===== src/rtl/mul8_seq_ctrl.sv =====
// 8x8 sequential multiplier built on one shared 4x4 carry-save array.
// Four nibble products are accumulated over four cycles, then done pulses.
module csa_multiplier (
  input  logic [3:0] m,
  input  logic [3:0] q,
  output logic [7:0] p
);

  logic [7:0] pp [4];
  logic [7:0] s1, c1, s2, c2;

  // Partial products, two carry-save rows, final ripple add
  always_comb begin
    for (int i = 0; i < 4; i++) begin
      pp[i] = q[i] ? (8'(m) << i) : 8'h00;
    end
    s1 = pp[0] ^ pp[1] ^ pp[2];
    c1 = ((pp[0] & pp[1]) | (pp[0] & pp[2])
         | (pp[1] & pp[2])) << 1;
    s2 = s1 ^ c1 ^ pp[3];
    c2 = ((s1 & c1) | (s1 & pp[3])
         | (c1 & pp[3])) << 1;
    p  = s2 + c2;
  end

endmodule

module mul8_seq_ctrl (
  input  logic        clk,
  input  logic        rst_n,
  input  logic        start,
  input  logic [7:0]  a,
  input  logic [7:0]  b,
  output logic        busy,
  output logic        done,
  output logic [15:0] product
);

  typedef enum logic [1:0] {
    IDLE = 2'd0,
    MUL  = 2'd1,
    DONE = 2'd2
  } state_t;

  state_t      state, nxt;
  logic [1:0]  step;
  logic [15:0] acc;
  logic [7:0]  opa, opb;
  logic [3:0]  m, q;
  logic [3:0]  sh;
  logic [7:0]  p;
  logic [15:0] term, sum;

  csa_multiplier u_mul (
    .m (m),
    .q (q),
    .p (p)
  );

  // Nibble selection and shift for the current step; zero when not multiplying
  always_comb begin
    m  = 4'h0;
    q  = 4'h0;
    sh = 4'd0;
    if (state == MUL) begin
      unique case (step)
        2'd0: begin m = opa[3:0]; q = opb[3:0]; sh = 4'd0; end
        2'd1: begin m = opa[7:4]; q = opb[3:0]; sh = 4'd4; end
        2'd2: begin m = opa[3:0]; q = opb[7:4]; sh = 4'd4; end
        2'd3: begin m = opa[7:4]; q = opb[7:4]; sh = 4'd8; end
      endcase
    end
  end

  assign term = {8'h00, p} << sh;
  assign sum  = acc + term;
  assign busy = (state != IDLE);
  assign done = (state == DONE);

  // Next-state logic
  always_comb begin
    nxt = state;
    unique case (state)
      IDLE:    if (start) nxt = MUL;
      MUL:     if (step == 2'd3) nxt = DONE;
      DONE:    nxt = IDLE;
      default: nxt = IDLE;
    endcase
  end

  // State register
  always_ff @(posedge clk or negedge rst_n) begin
    if (!rst_n) state <= IDLE;
    else        state <= nxt;
  end

  // Operand capture, accumulation and result load
  always_ff @(posedge clk or negedge rst_n) begin
    if (!rst_n) begin
      step    <= 2'd0;
      acc     <= 16'h0000;
      opa     <= 8'h00;
      opb     <= 8'h00;
      product <= 16'h0000;
    end else begin
      unique case (state)
        IDLE: begin
          if (start) begin
            opa  <= a;
            opb  <= b;
            acc  <= 16'h0000;
            step <= 2'd0;
          end
        end
        MUL: begin
          acc  <= sum;
          step <= step + 2'd1;
          if (step == 2'd3) product <= sum;
        end
        default: ;
      endcase
    end
  end

endmodule


===== config.mk =====
export PLATFORM = sky130hd
export DESIGN_NAME = mul8_seq_ctrl
export DESIGN_NICKNAME = d
export VERILOG_FILES = /design/src/rtl/mul8_seq_ctrl.sv
export SDC_FILE = /design/constraint.sdc
export NUM_CORES = 1
export LEC_CHECK = 0
export CAP_MARGIN = 20
export CORE_UTILIZATION = 40
export DETAILED_ROUTE_END_ITERATION = 12
export PLACE_DENSITY = 0.65
export SLEW_MARGIN = 20
export SYNTH_ARGS = -nofsm -noshare
export SYNTH_HDL_FRONTEND = slang
export SYNTH_SLANG_ARGS = --single-unit

===== constraint.sdc =====
create_clock -name clk -period 6.8 [get_ports clk]
set_input_delay 1.36 -clock clk [delete_from_list [all_inputs] [get_ports clk]]
set_output_delay 1.36 -clock clk [all_outputs]
set_load 0.005 [all_outputs]

==> metrics.log <==
[metrics] area of all placed cells without fillers: 0.003926 sq mm
[metrics] largest vdd supply drop: 0.2540 mV
[metrics] proportion of power drawn by flip-flops and latches: 0.303
[metrics] Die X-Extent: 93.77 microns
[metrics] commonest cells in the netlist: 82 x sky130_fd_sc_hd__nand2_1, 52 x sky130_fd_sc_hd__dfrtp_1, 30 x sky130_fd_sc_hd__nor2_1, 30 x sky130_fd_sc_hd__o21ai_0, 25 x sky130_fd_sc_hd__ha_1
[metrics] Total Routing Usage GR: 0.1819
[metrics] number of enable-type register cells in the synthesized netlist: 0
[metrics] worst clock skew: 0.007684 ns
[metrics] vias after detailed routing: 2731
[metrics] minimum clock period after layout: 5.526 ns
[metrics] pwr/cell area: 438.0 mW/mm^2
[metrics] layout net count: 466
[metrics] most repeated cell in the gate-level netlist after synthesis: sky130_fd_sc_hd__nand2_1
[metrics] DR WL/cell: 13.75 microns
[metrics] delay contributed by the slowest stage of the critical path: 0.55 ns
[metrics] count of different cell masters after synthesis: 42
[metrics] placeable core region: 0.008175 sq mm
[metrics] CP Cell Sequence: ha_1 -> nor2_1 -> mux2i_1 -> or3_1 -> fa_1 -> inv_1 -> fa_1 -> ha_1 -> fa_1 -> xor2_1 -> mux2i_1 -> nor2_1 -> ha_1 -> and3_1 -> a221oi_2 -> o21ai_2 -> a31oi_1 -> or4_1 -> nand3_1
[metrics] max-slew violation count: 0
[metrics] gr ovfl total: 0
[metrics] CTS tree: built
[metrics] setup repair after global routing missed its margin: no
[metrics] required time of the critical path: 6.99 ns
[metrics] top area cells in the synthesized netlist: sky130_fd_sc_hd__dfrtp_1 39%, sky130_fd_sc_hd__ha_1 9.3%, sky130_fd_sc_hd__nand2_1 9.1%, sky130_fd_sc_hd__o21ai_0 4.5%, sky130_fd_sc_hd__fa_1 4.2%
[metrics] run status: finished clean
[metrics] number of vias per cell after detailed routing: 5.242
[metrics] cell type group with the largest total delay on the critical path: adder cells
[metrics] area share of the largest cell type after synthesis: 0.3863
[metrics] post-synthesis cell area: 0.003368 sq mm
[metrics] first-iteration detailed-routing DRC count: 134
[metrics] vertical extent of the die: 93.77 microns
[metrics] Leakage: 1.936 nW
[metrics] Arr. time, crit path: 5.71 ns
[metrics] cts bufs inserted: 5
[metrics] DRC Markers: 0
[metrics] number of antenna violations at the first check in global routing: 0
[metrics] share of cells above drive strength 1: 0.04567
[metrics] depth of the CTS H-tree: 2
[metrics] largest net degree at the start of global routing: 53
[metrics] Pwr Total: 1.720 mW
[metrics] critical path class: reg -> reg
[metrics] Total Die Area: 0.008792 sq mm
[metrics] first-pass GRT wire length: 12660 microns
[metrics] post-cts repair resize count: 0
[metrics] ports placed on the boundary: 37
[metrics] number of buffers inserted for hold repair after clock tree synthesis: 0
[metrics] wire length reported by the detailed router: 7163 microns
[metrics] insertion delay to the later sink of the worst-skew pair: 0.30 ns
[metrics] net switching power: 0.7617 mW
[metrics] mean instance size in the synthesized netlist: 8.749 sq um
[metrics] Slew headroom: 0.4924
[metrics] setup TNS after final layout: 0 ns
[metrics] starting density of the core: 0.4120
[metrics] area delta synth->final: 16.57%
[metrics] instance area at placement: 0.003819 sq mm
[metrics] routability-driven placement congestion ratio: 0.8611
[metrics] Tightest Hold Check Type: reg -> reg
[metrics] Antenna Nets Post-Route: 0
[metrics] row count: 33
[metrics] Fin. Hold Viols: 0
[metrics] final number of setup-violating endpoints: 0
[metrics] library cell with the largest summed area after synthesis: sky130_fd_sc_hd__dfrtp_1
[metrics] TritonCTS sink count: 52
[metrics] Achievable Freq: 181.0 MHz
[metrics] Combinational Power Share: 0.575
[metrics] share of total power consumed by net switching: 0.4430
[metrics] number of register bits inferred by synthesis: 52
[metrics] Gate Count Post-Synth: 385
[metrics] share of power burned in the clock network: 0.122
[metrics] max capacitance violation total: 0
[metrics] number of cells traversed by the worst hold path: 2
[metrics] via count of the first global-routing pass: 2739
[metrics] maximum fanout along the worst path: 5
[metrics] Worst-Margin Slew: 0.7598 ns
[metrics] logic depth of the worst setup path including buffers: 19
[metrics] count of buffers from port buffering: 36
[metrics] Critical Path Slowest Stage Cell: sky130_fd_sc_hd__fa_1
[metrics] Register-to-Register Path Depth: 19
[metrics] final cycle utilization of the critical path: 0.8127
[metrics] nature of the critical path endpoint: register
[metrics] cell at the root of the clock tree: sky130_fd_sc_hd__clkbuf_8
[metrics] fraction of registers with async set/reset: 1.000
[metrics] count of yosys warnings during synthesis: 0
[metrics] clock slew at the register clock pins of the worst setup and hold paths: 0.09 ns
[metrics] Critical path buffers and inverters: 1
[metrics] TritonRoute pass-1 iters: 4
[metrics] sequential element share of the synthesized area: 0.3863
[metrics] element type at the critical path start: register
[metrics] antenna cell count: 0
[metrics] top flip-flop cell by instance count after synthesis: sky130_fd_sc_hd__dfrtp_1
[metrics] internal power contribution: 0.9579 mW
[metrics] Final HPWL DP: 5430 microns
[metrics] Clock Tree Buf Depth: 2
[metrics] buffer count from post-CTS setup fixing: 0
[metrics] number of nets in the synthesized netlist: 436
==> through the flow <==
stage / utilization / std cells / worst slack (ns) / hold slack, ns
6_report: 0.4803 / 521 / 1.274 / 0.4839
5_1_grt: 0.4803 / 521 / 0.8845 / 0.5192
4_1_cts: 0.4803 / 521 / 1.257 / 0.4902
3_5_place_dp: 0.4671 / 513 / 1.269 / 0.4661
3_3_place_gp: 0.4671 / 513 / 1.392 / 0.4604
2_1_floorplan: - / 385 / 1.711 / 0.4450
==> power groups by stage <==
stage          logic (mW)  registers [mW]  clock network, mW
5_1_grt              1.12           0.542              0.233
3_3_place_gp        0.969           0.527                  0
3_5_place_dp        0.989           0.531                  0
6_report            0.989           0.522              0.209
4_1_cts             0.995           0.525              0.219
2_1_floorplan       0.720           0.509                  0
==> sequential cells by signal, summed over array words and instances (netlist names) <==
name and count:
opb 8, opa 8, step 2, state 2
acc 16, product 16
==> cells by family after synthesis <==
logic type | count (synthesis) | share of synthesized area
DFF | 52 | 0.3863
muxes | 10 | 0.02972
and+or+nand+nor | 162 | 0.2117
buffers and inverters | 27 | 0.03083
adders and majority gates | 32 | 0.1345
AOI/OAI and AO/OA | 86 | 0.1653
xor gates and xnor gates | 16 | 0.04161
==> layout make-up <==
| cell class | instances | area [sq um] |
|---|---|---|
| clock buffers | 6 | 72.57 |
| clock inverters | 2 | 35.03 |
| fillers | 793 | 4249 |
| inverters | 10 | 37.54 |
| multi-input cells | 306 | 1963 |
| flip-flops and latches | 52 | 1301 |
| well taps | 105 | 131.4 |
| repair buffers | 40 | 385.4 |
==> layer usage <==
| metal | GRT usage | vias up | part of all wire |
|---|---|---|---|
| met2 | 0.3096 | 66 | 0.48 |
| met5 | 0 | - | 0 |
| met3 | 0.02751 | 11 | 0.036 |
| met1 | 0.2371 | 1275 | 0.46 |
| met4 | 0.05513 | 0 | 0.016 |
| li1 | - | 1379 | - |
==> path summary, 6_finish.rpt <==
kind                             from          end  slack, ns
setup / recovery              step[0]  product[14]       1.27
hold / removal             product[1]   product[1]       0.48
setup reg to reg              step[0]  product[14]       1.27
hold reg to reg            product[1]   product[1]       0.48
max in group asynchronous       rst_n       opb[6]       5.19
min in group asynchronous       rst_n   product[7]       1.17
==> placed cells by master, fill, tap and decap left out, types with 2 or more instances in the layout <==
cell type / count
sky130_fd_sc_hd__o21ai_0: 30
sky130_fd_sc_hd__mux2i_1: 10
sky130_fd_sc_hd__a21oi_1: 16
sky130_fd_sc_hd__xnor2_1: 7
sky130_fd_sc_hd__clkdlybuf4s50_1: 35
sky130_fd_sc_hd__nand2_1: 82
sky130_fd_sc_hd__a22o_1: 3
sky130_fd_sc_hd__nor2b_1: 2
sky130_fd_sc_hd__or4_1: 2
sky130_fd_sc_hd__clkbuf_8: 5
sky130_fd_sc_hd__o31ai_1: 2
sky130_fd_sc_hd__nor2_1: 30
sky130_fd_sc_hd__or3_1: 6
sky130_fd_sc_hd__o21ai_1: 10
sky130_fd_sc_hd__nand3_1: 19
sky130_fd_sc_hd__buf_4: 4
sky130_fd_sc_hd__xor2_1: 9
sky130_fd_sc_hd__inv_1: 9
sky130_fd_sc_hd__ha_1: 25
sky130_fd_sc_hd__o211a_1: 2
sky130_fd_sc_hd__o21a_1: 5
sky130_fd_sc_hd__and3_1: 4
sky130_fd_sc_hd__fa_1: 7
sky130_fd_sc_hd__dfrtp_1: 52
sky130_fd_sc_hd__nand2b_1: 13
sky130_fd_sc_hd__a21o_1: 5
sky130_fd_sc_hd__a31oi_1: 3
==> worst reg2reg max path: cells and delay by family, from the launching register on <==
family | cells | cell delay (ns)
xor gates and xnor gates | 1 | 0.17
AOI/OAI and AO/OA | 3 | 0.86
buffers and inverters | 1 | 0.06
muxes | 2 | 0.37
and+or+nand+nor | 6 | 1.28
adders and majority gates | 6 | 2.25
DFF | 1 | 0.43
Power figures use the tool's default switching activity.
